File: config.mk
export PLATFORM = sky130hd
export DESIGN_NAME = bram_axis_writer_flat
export DESIGN_NICKNAME = d
export VERILOG_FILES = /design/src/rtl/bram_axis_writer_pkg.sv /design/src/rtl/bram_axis_writer_if.sv /design/src/rtl/bram_axis_writer_strobe_decode.sv /design/src/rtl/bram_axis_writer.sv /design/src/flat_wrapper.sv
export SDC_FILE = /design/constraint.sdc
export NUM_CORES = 1
export LEC_CHECK = 0
export CAP_MARGIN = 25
export CORE_MARGIN = 2
export CORE_UTILIZATION = 30
export CTS_CLUSTER_DIAMETER = 100
export DETAILED_ROUTE_END_ITERATION = 12
export PLACE_DENSITY_LB_ADDON = 0.08
export SLEW_MARGIN = 15
export SYNTH_ARGS = -nofsm -noshare
export SYNTH_HDL_FRONTEND = slang
export SYNTH_SLANG_ARGS = --single-unit
File: constraint.sdc
create_clock -name s00_axis_aclk -period 2.15 [get_ports s00_axis_aclk]
set_clock_uncertainty 0.2 [all_clocks]
set_input_delay 0.215 -clock s00_axis_aclk [delete_from_list [all_inputs] [get_ports s00_axis_aclk]]
set_output_delay 0.215 -clock s00_axis_aclk [all_outputs]
set_load 0.005 [all_outputs]
File: src/rtl/bram_axis_writer_pkg.sv
// Shared D2Q9 stream definitions: lane order, lane slicing and controller state encoding.
// The read-side stream controller imports this package too, so lane order lives in one place.
package bram_axis_writer_pkg;

    localparam int LANES  = 9;
    localparam int LANE_W = 16;

    localparam int LANE_C0 = 0;
    localparam int LANE_N  = 1;
    localparam int LANE_NE = 2;
    localparam int LANE_E  = 3;
    localparam int LANE_SE = 4;
    localparam int LANE_S  = 5;
    localparam int LANE_SW = 6;
    localparam int LANE_W_ = 7;
    localparam int LANE_NW = 8;

    typedef enum logic [1:0] {
        ST_IDLE  = 2'd0,
        ST_RECV  = 2'd1,
        ST_FLUSH = 2'd2
    } axis_state_e;

    function automatic logic [LANE_W-1:0] lane_slice(input logic [LANES*LANE_W-1:0] data,
                                                     input int unsigned k);
        return data[k*LANE_W +: LANE_W];
    endfunction

endpackage

File: src/rtl/bram_axis_writer_if.sv
// AXI4-Stream beat channel carrying one lattice cell (nine distribution lanes) per beat.
interface bram_axis_writer_if
    import bram_axis_writer_pkg::*;
#(
    parameter int DATA_WIDTH = 16
) ();
    logic                            tvalid;
    logic                            tready;
    logic [LANES*DATA_WIDTH-1:0]     tdata;
    logic [LANES*DATA_WIDTH/8-1:0]   tstrb;
    logic                            tlast;

    modport master (output tvalid, tdata, tstrb, tlast, input tready);
    modport slave  (input tvalid, tdata, tstrb, tlast, output tready);
endinterface

File: src/rtl/bram_axis_writer_strobe_decode.sv
// Per-lane write enable: a lane is written only when every byte strobe of that lane is set.
module bram_axis_writer_strobe_decode
    import bram_axis_writer_pkg::*;
#(
    parameter int DATA_WIDTH = 16
) (
    input  logic [LANES*DATA_WIDTH/8-1:0] strb_i,
    output logic [LANES-1:0]              lane_en_o
);
    localparam int BPL = DATA_WIDTH / 8;

    for (genvar k = 0; k < LANES; k++) begin : g_lane
        assign lane_en_o[k] = &strb_i[k*BPL +: BPL];
    end
endmodule

File: src/rtl/bram_axis_writer.sv
// Receives one D2Q9 frame over AXI4-Stream and writes each beat into the nine per-direction
// RAM banks at a common address; reports good completion or length mismatch as one-cycle pulses.
module bram_axis_writer
    import bram_axis_writer_pkg::*;
#(
    parameter int DATA_WIDTH    = 16,
    parameter int DEPTH         = 2500,
    parameter int ADDRESS_WIDTH = 12
) (
    input  logic                          s00_axis_aclk,
    input  logic                          s00_axis_areset,
    input  logic                          frame_arm,
    bram_axis_writer_if.slave             s00_axis,
    output logic [ADDRESS_WIDTH-1:0]      wr_addr,
    output logic [LANES*DATA_WIDTH-1:0]   wr_data,
    output logic [LANES-1:0]              wr_en,
    output logic                          frame_done,
    output logic                          frame_error,
    output logic                          busy
);
    localparam logic [ADDRESS_WIDTH-1:0] LAST_ADDR = ADDRESS_WIDTH'(DEPTH - 1);

    axis_state_e              state_q;
    logic [ADDRESS_WIDTH-1:0] cnt_q;
    logic [LANES-1:0]         lane_en;
    logic                     hs;

    bram_axis_writer_strobe_decode #(.DATA_WIDTH(DATA_WIDTH)) u_strb (
        .strb_i    (s00_axis.tstrb),
        .lane_en_o (lane_en)
    );

    // Ready is a pure function of state so the upstream never sees a tvalid->tready path.
    assign s00_axis.tready = (state_q != ST_IDLE);
    assign busy            = (state_q != ST_IDLE);
    assign hs              = s00_axis.tvalid & s00_axis.tready;

    always_ff @(posedge s00_axis_aclk) begin
        if (s00_axis_areset) begin
            state_q     <= ST_IDLE;
            cnt_q       <= '0;
            wr_addr     <= '0;
            wr_data     <= '0;
            wr_en       <= '0;
            frame_done  <= 1'b0;
            frame_error <= 1'b0;
        end else begin
            wr_en       <= '0;
            frame_done  <= 1'b0;
            frame_error <= 1'b0;
            case (state_q)
                ST_IDLE: begin
                    if (frame_arm) begin
                        state_q <= ST_RECV;
                        cnt_q   <= '0;
                    end
                end
                ST_RECV: begin
                    if (hs) begin
                        wr_addr <= cnt_q;
                        wr_data <= s00_axis.tdata;
                        wr_en   <= lane_en;
                        if (s00_axis.tlast) begin
                            state_q <= ST_IDLE;
                            if (cnt_q == LAST_ADDR) frame_done  <= 1'b1;
                            else                    frame_error <= 1'b1;
                        end else if (cnt_q == LAST_ADDR) begin
                            // Frame overran the lattice: swallow the rest until tlast.
                            state_q <= ST_FLUSH;
                        end else begin
                            cnt_q <= cnt_q + 1'b1;
                        end
                    end
                end
                ST_FLUSH: begin
                    if (hs && s00_axis.tlast) begin
                        state_q     <= ST_IDLE;
                        frame_error <= 1'b1;
                    end
                end
                default: state_q <= ST_IDLE;
            endcase
        end
    end
endmodule

File: src/flat_wrapper.sv
// flat-port wrapper written by rule: the top's interface ports become plain ports
module bram_axis_writer_flat import bram_axis_writer_pkg::*;
#(
    parameter int DATA_WIDTH    = 16,
    parameter int DEPTH         = 2500,
    parameter int ADDRESS_WIDTH = 12
)
  (s00_axis_aclk, s00_axis_areset, frame_arm, wr_addr, wr_data, wr_en, frame_done, frame_error, busy, s00_axis_tvalid, s00_axis_tdata, s00_axis_tstrb, s00_axis_tlast, s00_axis_tready);
  bram_axis_writer_if #(.DATA_WIDTH(DATA_WIDTH)) s00_axis_i ();
  input  logic s00_axis_aclk;
  input  logic s00_axis_areset;
  input  logic frame_arm;
  output logic [ADDRESS_WIDTH-1:0] wr_addr;
  output logic [LANES*DATA_WIDTH-1:0] wr_data;
  output logic [LANES-1:0] wr_en;
  output logic frame_done;
  output logic frame_error;
  output logic busy;
  input wire logic [$bits(s00_axis_i.tvalid)-1:0] s00_axis_tvalid;
  input wire logic [$bits(s00_axis_i.tdata)-1:0] s00_axis_tdata;
  input wire logic [$bits(s00_axis_i.tstrb)-1:0] s00_axis_tstrb;
  input wire logic [$bits(s00_axis_i.tlast)-1:0] s00_axis_tlast;
  output wire logic [$bits(s00_axis_i.tready)-1:0] s00_axis_tready;
  assign s00_axis_i.tvalid = s00_axis_tvalid;
  assign s00_axis_i.tdata = s00_axis_tdata;
  assign s00_axis_i.tstrb = s00_axis_tstrb;
  assign s00_axis_i.tlast = s00_axis_tlast;
  assign s00_axis_tready = s00_axis_i.tready;
  bram_axis_writer #(.DATA_WIDTH(DATA_WIDTH), .DEPTH(DEPTH), .ADDRESS_WIDTH(ADDRESS_WIDTH)) u_core (.s00_axis_aclk(s00_axis_aclk), .s00_axis_areset(s00_axis_areset), .frame_arm(frame_arm), .s00_axis(s00_axis_i), .wr_addr(wr_addr), .wr_data(wr_data), .wr_en(wr_en), .frame_done(frame_done), .frame_error(frame_error), .busy(busy));
endmodule
==> results.toml, run 1 <==
[status]
outcome = "completed"

[die]
core_area_sq_mm = 0.0212
dieArea_sq_mm = 0.0229
num_io_pins = 336
initial_core_util = 0.308
rows = 53
die_y_um = 151
die_w_um = 151

[place]
hpwl_um = 14300
place_congestion = 0.772
port_buffers = 335

[cts]
postCtsSetupBuffers = 0
h-tree-depth = 4
cts_buffers = 17
cts.clk_slew.worst_paths_ns = 0.07
tritoncts = "built"
cts_max_path_buffers = 2
cts-root-buf = "clkbuf_16"
clk_latency_ns = 0.42
clkSinkCount = 181

[grt]
grt_pass1_vias = 5878
antenna_found_initial = 0
grt_usage = 0.173
grt_max_degree = 76
grt_pass1_wl_um = 30800
grt_overflow = 0

[timing]
slew_viol_final = 0
timing.setup.tns_ns = 0
hold_viol_final = 0
max_freq_mhz = 491
worst_pin_slew_ns = 0.392
layout_min_cycle_time_ns = 2.03
hold_ws_ns = 0.124
grt_setup_unrepaired = "false"
period_share = 0.946
relSlewSlack = 0.739
setup_viol = 0

[flow_run]
max_cap_viol_count = 0

[yosys]
synth_top_area_share = 0.557
yosysWarnings = 0
async_flop_share = 0
synth-compound-area-share = 0.152
synth_cell_types = 39
syn_inst = 807
synthFlopType = "dfxtp_1"
avgSynthCellArea_sq_um = 8.06
synth_area_sq_mm = 0.00651
yosys.area_share.xor_xnor = 0
synthMuxAreaShare = 0.00327
synth_edf_count = 0
synth_top_family_by_area = "simple AND/OR/NAND/NOR gates"
synth.most_common_cell = "nand2_1"
synth-seq-area-share = 0.557
synth-seq-cells = 181
synth_area_leaders = "dfxtp_1 56%, nand2_1 19%, a21oi_1 13%, buf_2 2.4%, clkbuf_1 1.2%"
synth_adder_area_share = 0.00769
synth_fp_nets = 978
synth-simple-area-share = 0.236
netlist.top_cell.by_area = "dfxtp_1"
synth_common_cells = "324 x nand2_1, 181 x dfxtp_1, 163 x a21oi_1"

[cells_and_area]
drive_gt1_frac = 0.0599
diodes = 0
fin_nets = 1295
syn_to_final_growth_pct = 67.1

[critical_path]
worstSetupPathType = "reg2out"
critPathCaptureType = "output port"
crit_path_top_delay_cell = "clkdlybuf4s50_1"
critPathMaxStageDelay_ns = 0.50
cp_cell_sequence = "inv_1 -> ha_4 -> inv_2 -> clkdlybuf4s50_1"
cp-start-kind = "flip-flop"
required_ns = 1.74
path_max_fanout = 5
cp.arrival_ns = 1.62

[detailed_routing]
drt_pass1_iterations = 4
num_vias = 6362
via_per_inst = 4.51
drc = 0
ant_nets = 0
routed_wl_um = 20500
avgRoutedWirePerCell_um = 14.5
drtIter0Drc = 268

[power]
p_per_area_mw_per_mm2 = 801
peakVddDrop_mv = 0.518
leakage_uw = 0.00374

[worst_hold_path]
hold_class = "in2reg"
area by class of cell:
cell class | instances | area [sq um]
fill | 2097 | 10300
sequential | 181 | 3630
timing repair buffer | 355 | 3590
multi-input combinational | 564 | 2620
clock buffer | 18 | 429
tap | 275 | 344
clock inverter | 13 | 243
inverter | 5 | 18.8
power by group:
part	total (uW)	switching (uW)	internal (uW)
Combinational	1500	657	838
Clock	3590	1390	2200
Sequential	3620	85.2	3540
Total	8710	2130	6580
sequential cells by signal (all words and copies together) (netlist names):
name	count
u_core.cnt_q	12
u_core.wr_addr	12
u_core.wr_data	144
u_core.wr_en	9
u_core.state_q	2
u_core.frame_done	1
u_core.frame_error	1
cell usage in the layout, fill, tap and decap left out, drive strengths merged, types with 3 or more instances in the layout:
| cell type | netlist | layout |
|---|---|---|
| clkdlybuf4s50 | 0 | 334 |
| nand2 | 324 | 324 |
| dfxtp | 181 | 181 |
| a21oi | 165 | 165 |
| buf | 36 | 20 |
| clkbuf | 21 | 18 |
| and3 | 13 | 13 |
| inv | 5 | 10 |
| nand3 | 7 | 7 |
| nor2 | 7 | 7 |
| bufinv | 0 | 6 |
| o21ai | 6 | 6 |
| nor2b | 4 | 4 |
| nand2b | 4 | 4 |
| a31oi | 4 | 4 |
| ha | 4 | 4 |
| a22o | 3 | 3 |
final timing paths:
| kind | start | endpoint | slack (ns) | depth (start not counted) |
|---|---|---|---|---|
| max reg2reg | u_core.state_q[1] | u_core.cnt_q[5] | 0.20 | 7 |
| max | u_core.state_q[1] | s00_axis_tready | 0.12 | 4 |
| min | s00_axis_tdata[31] | u_core.wr_data[31] | 0.12 | 3 |
| min reg2reg | u_core.wr_data[46] | u_core.wr_data[46] | 0.25 | 2 |
layer usage:
layer,vias to the layer above,GRT usage,part of all wire
li1,3267,-,-
met1,2872,0.214,0.43
met5,-,0,0
met4,0,0.0743,0.025
met3,29,0.0491,0.077
met2,194,0.280,0.47
cell families after synthesis:
kind of cell / after synthesis
AO/OA/AOI/OAI: 186
adder cells (fa/ha/maj): 4
buffers and inverters: 62
flip-flops: 181
multiplexers: 2
AND/OR/NAND/NOR: 372
worst max-delay path, delay by kind of cell (launching register included):
kind | cells | cell delay, ns
flip-flops | 1 | 0.35
buffers and inverters | 3 | 0.66
adder cells (fa/ha/maj) | 1 | 0.20
timing repair:
item,CTS,global route
gates resized for setup,2,4
hold buffers,1,0
pin swaps,0,0
setup endpoints to repair,2,7
hold endpoints to repair,24,0
through the flow:
stage                     total power [uW]  setup WS (ns)  cell area [sq um]  utilization  std cells
after floorplan                       4300          0.367               6510            -        807
after global placement                5180          0.142              10200        0.481       1379
after detailed placement              5180          0.116              10200        0.481       1379
after CTS                             8830         0.0270              10900        0.513       1411
after global routing                  9120         0.0261              10900        0.514       1411
final                                 8710          0.115              10900        0.514       1411
(Power assumes the default switching activity.)
==> run 2, diff against run 1 <==
Settings changed: CTS_CLUSTER_SIZE set to 8.
==> results of run 2 <==
Final layout, timing and power as in run 1 (identical DEF).
